$ cat src/rtl/ps2_host_tx_if.sv
// rtl/ps2_host_tx_if.sv - command handshake and open-drain line signals of the PS/2 host transmitter
interface ps2_host_tx_if;
  logic [7:0] tx_data;
  logic       tx_start;
  logic       tx_busy;
  logic       tx_done;
  logic       tx_error;
  logic       ps2_clk_in;
  logic       ps2_data_in;
  logic       ps2_clk_oe;
  logic       ps2_data_oe;

  modport master (
    output tx_data, tx_start, ps2_clk_in, ps2_data_in,
    input  tx_busy, tx_done, tx_error, ps2_clk_oe, ps2_data_oe
  );

  modport slave (
    input  tx_data, tx_start, ps2_clk_in, ps2_data_in,
    output tx_busy, tx_done, tx_error, ps2_clk_oe, ps2_data_oe
  );
endinterface

$ cat src/rtl/ps2_host_tx.sv
// rtl/ps2_host_tx.sv - PS/2 host-to-device byte transmitter with open-drain enables
// Define PS2_TX_RETRY_EN to retry a failed frame once before reporting tx_error.
module ps2_host_tx #(
  parameter int INHIBIT_CYCLES = 1200,
  parameter int TIMEOUT_CYCLES = 150000,
  parameter int SYNC_STAGES    = 2
) (
  input  logic         clock,
  input  logic         reset,
  ps2_host_tx_if.slave bus
);
  localparam int CW = $clog2(INHIBIT_CYCLES + 1);
  localparam int TW = $clog2(TIMEOUT_CYCLES + 1);

  typedef enum logic [2:0] {
    S_IDLE, S_INHIBIT, S_REQ, S_XFER, S_WAIT_IDLE, S_DONE, S_ERROR
  } state_t;

  state_t          state_q, state_d;
  logic [CW-1:0]   cnt_q, cnt_d;
  logic [TW-1:0]   tmo_q, tmo_d;
  logic [3:0]      bit_q, bit_d;
  logic [8:0]      frame_q, frame_d;
  logic            data_oe_q, data_oe_d;
  logic            fail;
`ifdef PS2_TX_RETRY_EN
  logic            retry_q, retry_d;
`endif

  logic [SYNC_STAGES-1:0] clk_sync_q, data_sync_q;
  logic            clk_filt_q, data_filt_q, clk_prev_q;
  logic            fall;

  // Filtered levels only move once every synchronizer stage agrees, which drops short glitches.
  always_ff @(posedge clock or posedge reset) begin
    if (reset) begin
      clk_sync_q  <= '1;
      data_sync_q <= '1;
      clk_filt_q  <= 1'b1;
      data_filt_q <= 1'b1;
      clk_prev_q  <= 1'b1;
    end else begin
      clk_sync_q  <= {clk_sync_q[SYNC_STAGES-2:0], bus.ps2_clk_in};
      data_sync_q <= {data_sync_q[SYNC_STAGES-2:0], bus.ps2_data_in};
      if (&clk_sync_q)        clk_filt_q <= 1'b1;
      else if (~|clk_sync_q)  clk_filt_q <= 1'b0;
      if (&data_sync_q)       data_filt_q <= 1'b1;
      else if (~|data_sync_q) data_filt_q <= 1'b0;
      clk_prev_q <= clk_filt_q;
    end
  end

  assign fall = clk_prev_q & ~clk_filt_q;

  always_ff @(posedge clock or posedge reset) begin
    if (reset) begin
      state_q   <= S_IDLE;
      cnt_q     <= '0;
      tmo_q     <= '0;
      bit_q     <= '0;
      frame_q   <= '0;
      data_oe_q <= 1'b0;
`ifdef PS2_TX_RETRY_EN
      retry_q   <= 1'b0;
`endif
    end else begin
      state_q   <= state_d;
      cnt_q     <= cnt_d;
      tmo_q     <= tmo_d;
      bit_q     <= bit_d;
      frame_q   <= frame_d;
      data_oe_q <= data_oe_d;
`ifdef PS2_TX_RETRY_EN
      retry_q   <= retry_d;
`endif
    end
  end

  always_comb begin
    state_d   = state_q;
    cnt_d     = cnt_q;
    tmo_d     = tmo_q;
    bit_d     = bit_q;
    frame_d   = frame_q;
    data_oe_d = data_oe_q;
    fail      = 1'b0;
`ifdef PS2_TX_RETRY_EN
    retry_d   = retry_q;
`endif
    case (state_q)
      S_IDLE: begin
        if (bus.tx_start) begin
          frame_d = {~^bus.tx_data, bus.tx_data};
          cnt_d   = '0;
          state_d = S_INHIBIT;
`ifdef PS2_TX_RETRY_EN
          retry_d = 1'b0;
`endif
        end
      end
      S_INHIBIT: begin
        if (cnt_q == CW'(INHIBIT_CYCLES - 1)) begin
          cnt_d   = '0;
          state_d = S_REQ;
        end else begin
          cnt_d = cnt_q + CW'(1);
        end
      end
      S_REQ: begin
        if (cnt_q == CW'(1)) begin
          tmo_d     = '0;
          bit_d     = '0;
          data_oe_d = 1'b1;
          state_d   = S_XFER;
        end else begin
          cnt_d = cnt_q + CW'(1);
        end
      end
      S_XFER: begin
        tmo_d = tmo_q + TW'(1);
        if (tmo_q == TW'(TIMEOUT_CYCLES - 1)) begin
          fail = 1'b1;
        end else if (fall) begin
          bit_d = bit_q + 4'd1;
          // bit_q holds falls already seen: 0..8 data+parity, 9 stop, 10 is the ACK slot.
          if (bit_q < 4'd9)        data_oe_d = ~frame_q[bit_q];
          else if (bit_q == 4'd9)  data_oe_d = 1'b0;
          else if (data_filt_q)    fail = 1'b1;
          else                     state_d = S_WAIT_IDLE;
        end
      end
      S_WAIT_IDLE: begin
        tmo_d = tmo_q + TW'(1);
        if (tmo_q == TW'(TIMEOUT_CYCLES - 1)) fail = 1'b1;
        else if (clk_filt_q && data_filt_q)   state_d = S_DONE;
      end
      S_DONE:  state_d = S_IDLE;
      S_ERROR: state_d = S_IDLE;
      default: state_d = S_IDLE;
    endcase
    if (fail) begin
      data_oe_d = 1'b0;
`ifdef PS2_TX_RETRY_EN
      if (!retry_q) begin
        retry_d = 1'b1;
        cnt_d   = '0;
        state_d = S_INHIBIT;
      end else begin
        state_d = S_ERROR;
      end
`else
      state_d = S_ERROR;
`endif
    end
  end

  assign bus.tx_busy     = state_q inside {S_INHIBIT, S_REQ, S_XFER, S_WAIT_IDLE};
  assign bus.tx_done     = (state_q == S_DONE);
  assign bus.tx_error    = (state_q == S_ERROR);
  assign bus.ps2_clk_oe  = state_q inside {S_INHIBIT, S_REQ};
  assign bus.ps2_data_oe = (state_q == S_REQ) || ((state_q == S_XFER) && data_oe_q);
endmodule

$ cat src/flat_wrapper.sv
// flat-port wrapper written by rule: the top's interface ports become plain ports
module ps2_host_tx_flat 
#(
  parameter int INHIBIT_CYCLES = 1200,
  parameter int TIMEOUT_CYCLES = 150000,
  parameter int SYNC_STAGES    = 2
)
  (clock, reset, bus_tx_data, bus_tx_start, bus_ps2_clk_in, bus_ps2_data_in, bus_tx_busy, bus_tx_done, bus_tx_error, bus_ps2_clk_oe, bus_ps2_data_oe);
  ps2_host_tx_if bus_i ();
  input  logic clock;
  input  logic reset;
  input wire logic [$bits(bus_i.tx_data)-1:0] bus_tx_data;
  input wire logic [$bits(bus_i.tx_start)-1:0] bus_tx_start;
  input wire logic [$bits(bus_i.ps2_clk_in)-1:0] bus_ps2_clk_in;
  input wire logic [$bits(bus_i.ps2_data_in)-1:0] bus_ps2_data_in;
  output wire logic [$bits(bus_i.tx_busy)-1:0] bus_tx_busy;
  output wire logic [$bits(bus_i.tx_done)-1:0] bus_tx_done;
  output wire logic [$bits(bus_i.tx_error)-1:0] bus_tx_error;
  output wire logic [$bits(bus_i.ps2_clk_oe)-1:0] bus_ps2_clk_oe;
  output wire logic [$bits(bus_i.ps2_data_oe)-1:0] bus_ps2_data_oe;
  assign bus_i.tx_data = bus_tx_data;
  assign bus_i.tx_start = bus_tx_start;
  assign bus_i.ps2_clk_in = bus_ps2_clk_in;
  assign bus_i.ps2_data_in = bus_ps2_data_in;
  assign bus_tx_busy = bus_i.tx_busy;
  assign bus_tx_done = bus_i.tx_done;
  assign bus_tx_error = bus_i.tx_error;
  assign bus_ps2_clk_oe = bus_i.ps2_clk_oe;
  assign bus_ps2_data_oe = bus_i.ps2_data_oe;
  ps2_host_tx #(.INHIBIT_CYCLES(INHIBIT_CYCLES), .TIMEOUT_CYCLES(TIMEOUT_CYCLES), .SYNC_STAGES(SYNC_STAGES)) u_core (.clock(clock), .reset(reset), .bus(bus_i));
endmodule
$ cat config.mk
export PLATFORM = sky130hd
export DESIGN_NAME = ps2_host_tx_flat
export DESIGN_NICKNAME = d
export VERILOG_FILES = /design/src/rtl/ps2_host_tx_if.sv /design/src/rtl/ps2_host_tx.sv /design/src/flat_wrapper.sv
export SDC_FILE = /design/constraint.sdc
export NUM_CORES = 1
export LEC_CHECK = 0
export CELL_PAD_IN_SITES_DETAIL_PLACEMENT = 1
export CELL_PAD_IN_SITES_GLOBAL_PLACEMENT = 1
export CORE_AREA = 2 2 95 97
export CTS_BUF_LIST = sky130_fd_sc_hd__clkbuf_2 sky130_fd_sc_hd__clkbuf_4 sky130_fd_sc_hd__clkbuf_8
export CTS_CLUSTER_DIAMETER = 40
export DETAILED_ROUTE_END_ITERATION = 16
export DIE_AREA = 0 0 97 99
export GPL_TIMING_DRIVEN = 1
export HOLD_SLACK_MARGIN = 0.03
export PLACE_DENSITY = 0.59
export SYNTH_ARGS = -nofsm -noshare
export SYNTH_HDL_FRONTEND = slang
export SYNTH_SLANG_ARGS = --single-unit
$ cat constraint.sdc
create_clock -name clock -period 2.6 [get_ports clock]
set_clock_uncertainty 0.05 [all_clocks]
set_input_delay 0.78 -clock clock [delete_from_list [all_inputs] [get_ports clock]]
set_output_delay 0.78 -clock clock [all_outputs]
set_load 0.005 [all_outputs]
==> summary.md, run 1 <==
| Metric | Value |
|---|---|
| Hold WC Path Type | `reg2reg` |
| CTS sink count | `53` |
| CTS tree | `yes` |
| Cells along the critical path | `buf_6 > inv_1 > o211a_1 > clkdlybuf4s50_1` |
| Final min period | `2.49 ns` |
| Fmax | `0.402 GHz` |
| Post-synth EDFFs | `0` |
| ANT nets after route | `0` |
| Vias | `2306` |
| Psw | `0.00115 W` |
| Fin Hold WS | `0.326 ns` |
| CP max-delay cell | `clkdlybuf4s50_1` |
| WP data arrival | `1.66 ns` |
| Area of the mapped netlist | `2950 sq um` |
| Largest net degree at the start of global routing | `27` |
| Drt drc | `0` |
| # diodes | `0` |
| Worst skew pair latency | `0.30 ns` |
| WS Path Type | `reg2out` |
| Reg2reg start | `u_core.state_q[0]` |
| Hold path cells | `0` |
| WP buf/inv | `3` |
| Full die area | `9600 sq um` |
| Htree depth | `2` |
| Die Y | `99 um` |
| Longest Clk Path Bufs | `2` |
| Grt ovf | `0` |
| YS warnings | `0` |
| DR iter-0 viols | `55` |
| Fin Setup TNS | `0 ns` |
| Status | `complete, no violations` |
| Reg power frac | `38.2%` |
| Final HPWL DP | `5.23 mm` |
| Vias per inst | `5.17` |
| Clock network fraction of design power | `a little under a fifth` |
| Layout cell share with drive strength beyond 1 | `20.4%` |
| Drt first pass iters | `4` |
| Startpoint Class | `flop` |
| RR Endpoint | `u_core.tmo_q[11]` |
| Final worst path period share | `a little over nine tenths` |
| GP Congestion | `0.768` |
| Commonest cells post-synth | `dfrtp_1, nor2_1, nand2_1` |
| Syn Area/Cell | `10.0 sq um` |
| Initial antenna violation count | `0` |
| Cell Rows | `34` |
| Hold_sp | `u_core.clk_sync_q[0]` |
| CP Launch Point | `u_core.state_q[0]` |
| Top cell type's share of synthesized area | `39.0%` |
| Internal power | `0.00204 W` |
| Pwr Total | `0.00320 W` |
| Die width | `between 90 and 100 um` |
| Final setup viols | `0` |
| Synth Net Count | `around 320` |
| Hold path endpoint | `u_core.clk_sync_q[1]` |
| Worst-path clk slew | `0.10 ns` |
| Maxcap violations | `0` |
| Post-Syn Instances | `between 200 and 300` |
| CTS root buf | `clkbuf_8` |
| CP delay by family, top | `buffers and inverters` |
| Core area | `8550 sq um` |
| Most used DFF post-synth | `dfrtp_1` |
| Worst-margin pin slew | `0.776 ns` |
| Final hold vios | `0` |
| Post-synthesis sequential area ratio | `a little under half` |
| Unrepaired setup endpoints after global routing | `false` |
| IO Port Bufs | `17` |
| Pwr/cell area | `893 nW/um^2` |
| Worst IR drop on VDD | `roughly 0.00044 V` |
| Slowest cell delay on critical path | `roughly 0.50 ns` |
| Critical Path Sink Type | `primary output` |
| Total GRT Usage | `15.4%` |
| Seq cells post-synth | `between 50 and 60` |
| Placed Cells incl. Taps | `429` |
| Reg-to-reg slack, setup | `approximately 0.20 ns` |
| Worst relative slew slack | `48.1%` |
| Final net count | `358` |
| Worst reg-to-reg path cell count | `7` |
| Routed WL | `7.03 mm` |
| CTS Buf Count | `5` |
| Critical-path maximum fanout | `6` |
| Non-filler cells in the finished layout | `446` |
| Sw Ratio | `36.1%` |
| First-pass GRT wire length | `~12 mm` |
| Wire per inst | `15.8 um` |
| Initial cell density of the core | `approximately a third` |
| Area leader, netlist | `dfrtp_1` |
| Top post-synthesis cells by area | `dfrtp_1, dfstp_2, xor2_1, nor2_1, mux2_2` |
| Lkg Pwr | `1.54 nW` |
| Combinational share of power | `43.2%` |
| Yosys cell types | `53` |
| Ports | `18` |
| Most frequent cell after synthesis | `dfrtp_1` |
| Layout area overhead | `21.4%` |
| Vias in the first global route | `2529` |
| Async S/R FF share, synth | `between 90% and 100%` |
| Max Slew Vio Count | `0` |
| CP required | `1.77 ns` |
| Cts hold-fix bufs | `0` |
## flip-flops by register name, summed over array words and instances, names as in the netlist
signal,count
u_core.tmo_q,18
u_core.cnt_q,11
u_core.frame_q,9
u_core.bit_q,4
u_core.state_q,3
u_core.clk_sync_q,2
u_core.data_sync_q,2
u_core.clk_filt_q,1
u_core.clk_prev_q,1
u_core.data_filt_q,1
u_core.data_oe_q,1
## final cells by class
class / instances / area [sq um]
fill: 957 / 4970
multi-input combinational: 225 / 1570
clock buffer: 6 / 82.6
timing repair buffer: 43 / 388
sequential: 53 / 1340
clock inverter: 2 / 37.5
inverter: 9 / 33.8
tap: 108 / 135
## how the worst max path moves through the flow
stage                  endpoint  depth (start not counted)  slack (ns)
3_5_place_dp   u_core.tmo_q[11]                          6        0.18
4_1_cts             bus_tx_busy                          5        0.02
5_1_grt         bus_ps2_data_oe                          4       0.006
3_3_place_gp        bus_tx_busy                          5        0.25
6_report        bus_ps2_data_oe                          4        0.11
2_1_floorplan   u_core.bit_q[0]                          1        0.50
## cells in the final DEF, fill, tap and decap left out, drive strengths merged, types with 5 or more instances in the layout
cell type / n
a21oi: 12
and3: 6
buf: 26
clkbuf: 6
clkdlybuf4s50: 16
dfrtp: 46
dfstp: 7
ha: 8
inv: 8
mux2: 11
nand2: 27
nand2b: 5
nand3: 12
nand4: 8
nor2: 36
nor3: 5
o211ai: 5
o21ai: 11
xnor2: 9
xor2: 17
## power by group through the flow
| stage | Clock, W | Sequential, W | Combinational, W |
|---|---|---|---|
| 2_1_floorplan | 0 | 0.00116 | 0.000817 |
| 3_3_place_gp | 0 | 0.00122 | 0.00121 |
| 3_5_place_dp | 0 | 0.00122 | 0.00124 |
| 4_1_cts | 0.000622 | 0.00122 | 0.00136 |
| 5_1_grt | 0.000654 | 0.00126 | 0.00153 |
| 6_report | 0.000595 | 0.00122 | 0.00138 |
## per-stage QoR
| step | setup slack, ns | area [sq um] | util [%] |
|---|---|---|---|
| 2_1_floorplan | 0.495 | 2950 | - |
| 3_3_place_gp | 0.249 | 3360 | 39.3 |
| 3_5_place_dp | 0.180 | 3360 | 39.3 |
| 4_1_cts | 0.0200 | 3560 | 41.6 |
| 5_1_grt | 0.00572 | 3580 | 41.9 |
| 6_report | 0.110 | 3580 | 41.9 |
## logic make-up (layout without fill, tap and decap cells)
group	Yosys count	count (layout)	synth area share [%]
adders and majority gates	8	8	3.39
muxes	16	16	6.74
DFF	53	53	45.3
and+or+nand+nor	126	126	23.0
AOI/OAI and AO/OA	49	49	11.5
buffers and inverters	16	60	2.37
xor gates and xnor gates	26	26	7.72
## timing repair
action                                  CTS  global route
pin swaps                                 1             1
resized for setup                         6             3
cloned                                    0             0
endpoints found under the setup margin    2             1
setup buffers                             7             2
## metal layers
layer,track usage (%),up-vias,wire [um],part of all wire [%]
met1,19.3,1152,3290,47
met4,4.23,0,76,1.1
met5,0,-,0,0
met3,2.34,7,110,1.6
li1,-,1132,-,-
met2,27.7,15,3550,51
No activity file was read; power rests on OpenSTA's default activity.
==> run 2: changes to the inputs <==
- RECOVER_POWER: unset -> 25
==> run 2 against run 1 <==
Compared with the run above:
- first-iteration DRC count down 15%
- register-to-register slack about the same
- combinational power about the same
- cell count unchanged
- critical path depth unchanged
- maximum frequency about the same
- wire length up 0.18%
- cell area down 0.42%
- critical path type unchanged
- die area unchanged
- clock power about the same
- sequential power about the same
==> summary.md, run 2 (same netlist as run 1, synthesis figures left out) <==
| Metric | Value |
|---|---|
| ANT nets after route | `0` |
| Reg2reg start | `u_core.state_q[0]` |
| Fin Hold WS | `~0.33 ns` |
| Fmax | `0.402 GHz` |
| Vias | `2304` |
| Worst reg-to-reg path cell count | `7` |
| Max Slew Vio Count | `0` |
| CP max-delay cell | `clkdlybuf4s50_1` |
| CTS tree | `yes` |
| Final hold vios | `0` |
| CTS Buf Count | `5` |
| Lkg Pwr | `1.53 nW` |
| WP buf/inv | `3` |
| Die width | `97 um` |
| Layout cell share with drive strength beyond 1 | `19.2%` |
| Cell Rows | `34` |
| Routed WL | `7.04 mm` |
| Hold WC Path Type | `reg2reg` |
| Critical Path Sink Type | `primary output` |
| Cells along the critical path | `buf_6 > inv_1 > o211a_1 > clkdlybuf4s50_1` |
| Fin Setup TNS | `0 ns` |
| Crit path to | `bus_ps2_data_oe` |
| Drt first pass iters | `4` |
| Met3 Resource Use GR | `2.34%` |
| Most frequent cells in the layout | `dfrtp_1, nor2_1, nand2_1, buf_4, xor2_1` |
| Startpoint Class | `flop` |
| GR Layer Usage met2 | `27.7%` |
| Fill count | `958` |
| Pwr/cell area | `895 nW/um^2` |
| WS Path Type | `reg2out` |
| Final setup viols | `0` |
| IO Port Bufs | `17` |
| Hold_sp | `u_core.clk_sync_q[0]` |
| CP Launch Point | `u_core.state_q[0]` |
| Drt drc | `0` |
| Final net count | `358` |
| CTS sink count | `53` |
| Cts hold-fix bufs | `0` |
| Final worst path period share | `approximately 96%` |
| Worst-margin pin slew | `0.776 ns` |
| Total GRT Usage | `15.4%` |
| Initial antenna violation count | `0` |
| Full die area | `9600 sq um` |
| Biggest regs | `u_core.tmo_q: 18 flops, u_core.cnt_q: 11 flops, u_core.frame_q: 9 flops` |
| Htree depth | `2` |
| Unrepaired setup endpoints after global routing | `false` |
| GP Congestion | `0.768` |
| Vias in the first global route | `2529` |
| Worst-path clk slew | `about 0.1 ns` |
| Final min period | `2.49 ns` |
| Initial cell density of the core | `34.5%` |
| Ports | `18` |
| Critical-path maximum fanout | `6` |
| Maxcap violations | `0` |
| CP required | `1.77 ns` |
| Critical path depth | `4` |
| Longest Clk Path Bufs | `2` |
| Reg-to-reg slack, setup | `0.20 ns` |
| Max reg flops | `18` |
| RR Endpoint | `u_core.tmo_q[11]` |
| Grt ovf | `0` |
| Largest net degree at the start of global routing | `27` |
| Core area | `8550 sq um` |
| Wire per inst | `15.8 um` |
| Met1 GRT Util | `19.3%` |
| First-pass GRT wire length | `12.1 mm` |
| Worst skew pair latency | `~0.30 ns` |
| # diodes | `0` |
| Status | `complete, no violations` |
| Worst relative slew slack | `48.1%` |
| Layout area overhead | `20.9%` |
| Vias per inst | `around 5.2` |
| DR iter-0 viols | `47` |
| Worst IR drop on VDD | `0.000439 V` |
| Final HPWL DP | `5.23 mm` |
| Biggest register | `u_core.tmo_q` |
| WP data arrival | `1.66 ns` |
| Grt peak-use layer | `met2` |
| CP delay by family, top | `buffers and inverters` |
| Slowest cell delay on critical path | `0.50 ns` |
| CTS root buf | `clkbuf_8` |
| Die Y | `99 um` |
| Commonest non-fill, non-tap cell in the layout | `dfrtp_1` |
## run 2: cell count changes in the layout (fill, tap and decap cells not counted)
cell	delta
dlygate4sd3_1	+3
dfstp_2	-3
clkbuf_2	+1
buf_12	-1
inv_1	+1
inv_2	-1
clkdlybuf4s50_1	-3
dfstp_1	+3
## run 2: worst min path at each step
stage                            to  slack (ns)  depth (start not counted)
2_1_floorplan  u_core.clk_sync_q[1]        0.31                          0
3_3_place_gp   u_core.clk_sync_q[1]        0.31                          0
3_5_place_dp   u_core.clk_sync_q[1]        0.31                          0
4_1_cts        u_core.clk_sync_q[1]        0.33                          0
5_1_grt        u_core.clk_sync_q[1]        0.35                          0
6_report       u_core.clk_sync_q[1]        0.33                          0
## run 2: cell type report
type,instances,area [sq um],share of cell area [%]
Multi-Input combinational cell,225,1570,44.0
Sequential cell,53,1340,37.5
Timing Repair Buffer,43,373,10.5
Tap cell,108,135,3.79
Clock buffer,6,82.6,2.31
Clock inverter,2,37.5,1.05
Inverter,9,33.8,0.947
## run 2: layer usage
layer / vias up / part of all wire (%)
li1: 1129 / -
met1: 1153 / 47
met2: 15 / 50
met3: 7 / 1.6
met4: 0 / 1.1
met5: - / 0
## run 2: power breakdown
group / leakage, nW / total [W] / internal (W) / switching, W
Combinational: 0.796 / 0.00138 / 0.000705 / 0.000672
Sequential: 0.678 / 0.00122 / 0.00102 / 0.000200
Clock: 0.0574 / 0.000595 / 0.000314 / 0.000281
## run 2: what timing repair did
item                                    4_1_cts  5_1_grt
resized for setup                             6        3
setup buffers                                 7        2
pin swaps                                     1        1
endpoints found under the setup margin        2        1
hold endpoints to repair                      0        0
## run 2: worst reg2reg max path, delay by kind of cell (launching register included)
family / cells / cell delay, ns
and+or+nand+nor: 3 / 1.13
DFF: 1 / 0.44
buffers and inverters: 2 / 0.32
muxes: 1 / 0.23
AOI/OAI and AO/OA: 1 / 0.18
## run 2: through the flow
stage	std cells	instance area (sq um)	utilization (%)	power (W)	worst slack [ns]
after global routing	446	3570	41.7	0.00344	0.00572
final	446	3570	41.7	0.00319	0.110
after CTS	444	3560	41.6	0.00320	0.0200
after floorplan	294	2950	-	0.00198	0.495
after detailed placement	429	3360	39.3	0.00246	0.180
after global placement	429	3360	39.3	0.00243	0.249
==> run 3: changes to the inputs <==
- SETUP_SLACK_MARGIN: unset -> 0.02
- TNS_END_PERCENT: unset -> 5
==> run 3 against run 2 <==
Compared with the run above:
- cell area is essentially flat
- sequential cell count is the same
- register-to-register slack about the same
- combinational power about the same
- clock power about the same
- wire length about the same
- first-iteration DRC count up 6.4%
- critical path depth fell by 1
- critical endpoint is now bus_tx_done
- largest cell class unchanged
==> summary.md, run 3 (same netlist as run 1, synthesis figures left out) <==
| Metric | Value |
|---|---|
| Register area | `between 1000 and 1500 sq um` |
| Worst-path clk slew | `0.10 ns` |
| Vias | `around 2300` |
| CTS sink count | `53` |
| GR Layer Usage met2 | `27.7%` |
| Fin Setup TNS | `0 ns` |
| Initial antenna violation count | `0` |
| Biggest regs | `u_core.tmo_q: 18 flops, u_core.cnt_q: 11 flops, u_core.frame_q: 9 flops` |
| Maxcap violations | `0` |
| Status | `complete, no violations` |
| Drt drc | `0` |
| Met1 GRT Util | `19.3%` |
| Commonest non-fill, non-tap cell in the layout | `dfrtp_1` |
| Worst-margin pin slew | `0.776 ns` |
| First-pass GRT wire length | `12.1 mm` |
| Final core utilization | `between 40% and 50%` |
| Die width | `a little under 100 um` |
| Multi-input gate area | `1570 sq um` |
| Max reg flops | `18` |
| CP required | `approximately 1.8 ns` |
| Critical-path maximum fanout | `8` |
| Htree depth | `2` |
| Grt ovf | `0` |
| Fmax | `roughly 0.4 GHz` |
| Vias in the first global route | `2529` |
| CTS root buf | `clkbuf_8` |
| Worst skew pair latency | `0.30 ns` |
| Met3 Resource Use GR | `2.34%` |
| Die Y | `roughly 100 um` |
| Pwr/cell area | `893 nW/um^2` |
| Wire per inst | `15.8 um` |
| Worst IR drop on VDD | `0.000439 V` |
| CTS Buf Count | `5` |
| Initial cell density of the core | `34.5%` |
| Routed WL | `7.05 mm` |
| Largest net degree at the start of global routing | `27` |
| # diodes | `0` |
| Final hold vios | `0` |
| Slowest cell delay on critical path | `about 0.51 ns` |
| Final HPWL DP | `5.23 mm` |
| IO Port Bufs | `17` |
| Fill count | `957` |
| Cell Rows | `34` |
| Max Slew Vio Count | `0` |
| Startpoint Class | `flop` |
| Final min period | `2.46 ns` |
| Critical Path Sink Type | `primary output` |
| CP max-delay cell | `clkdlybuf4s50_1` |
| CTS tree | `yes` |
| Layout area overhead | `21.0%` |
| ANT nets after route | `0` |
| Grt peak-use layer | `met2` |
| Layout cell share with drive strength beyond 1 | `19.2%` |
| Full die area | `just under 10000 sq um` |
| Final setup viols | `0` |
| Longest Clk Path Bufs | `2` |
| Unrepaired setup endpoints after global routing | `false` |
| Cts hold-fix bufs | `0` |
| Biggest register | `u_core.tmo_q` |
| Lkg Pwr | `1.55 nW` |
| Total GRT Usage | `15.4%` |
| WS Path Type | `reg2out` |
| Drt first pass iters | `4` |
| Ports | `18` |
| Cells along the critical path | `clkinv_1 > nor2_1 > clkdlybuf4s50_1` |
| Final net count | `between 300 and 400` |
| Core area | `8550 sq um` |
| GP Congestion | `a little under 0.8` |
| Hold WC Path Type | `reg2reg` |
| DR iter-0 viols | `50` |
| Most frequent cells in the layout | `dfrtp_1, nor2_1, nand2_1, buf_4, xor2_1` |
| Worst relative slew slack | `between 40% and 50%` |
| Final worst path period share | `94.6%` |
| WP data arrival | `between 1.5 and 2 ns` |
| Vias per inst | `approximately 5.2` |
-- run 3: changes by cell type in the layout (fill, tap and decap cells not counted), sizes merged --
cell and delta:
clkdlybuf4s50 -1, dlymetal6s2s +1
-- run 3: path summary, 6_finish.rpt --
kind                                         to                 start  slack [ns]  cells past startpoint
min                        u_core.clk_sync_q[1]  u_core.clk_sync_q[0]        0.33                      0
max                                 bus_tx_done     u_core.state_q[2]        0.14                      3
max in group asynchronous      u_core.cnt_q[10]                 reset        0.48                      3
min reg2reg                u_core.clk_sync_q[1]  u_core.clk_sync_q[0]        0.33                      0
min in group asynchronous     u_core.frame_q[5]                 reset        0.93                      2
max reg2reg                    u_core.tmo_q[11]     u_core.state_q[0]        0.20                      7
-- run 3: per-stage QoR --
stage	instance area, sq um	setup WS [ns]	std cells	hold slack, ns	total power, W
final	3570	0.140	446	0.333	0.00319
after global routing	3570	0.0307	446	0.348	0.00344
after CTS	3560	0.0200	444	0.328	0.00320
after detailed placement	3360	0.180	429	0.312	0.00246
after global placement	3360	0.249	429	0.312	0.00243
after floorplan	2950	0.495	294	0.306	0.00198
-- run 3: what timing repair did --
action,4_1_cts,5_1_grt
endpoints found under the hold margin,0,0
buffers inserted,7,2
pin swaps,1,1
resized for setup,6,4
gates cloned,0,0
endpoints found under the setup margin,2,2
-- run 3: final cells by class --
class,instances,area share (%)
Clock buffer,6,2.31
Clock inverter,2,1.05
Inverter,9,0.946
Multi-Input combinational cell,225,44.0
Sequential cell,53,37.4
Tap cell,108,3.79
Timing Repair Buffer,43,10.5
-- run 3: worst max-delay path, delay by kind of cell (launching register included) --
family	cells	cell delay (ns)
buffers and inverters	2	0.69
flip-flops	1	0.49
AND/OR/NAND/NOR	1	0.15
-- run 3: per-layer routing --
layer | vias to the layer above | share of wire (%)
met2 | 15 | 51
li1 | 1129 | -
met3 | 7 | 1.6
met4 | 0 | 1.1
met1 | 1151 | 47
met5 | - | 0
-- run 3: power breakdown --
group	total, W	internal [W]	switching, W
clock network	0.000593	0.000313	0.000280
logic	0.00137	0.000703	0.000672
registers	0.00122	0.00102	0.000200
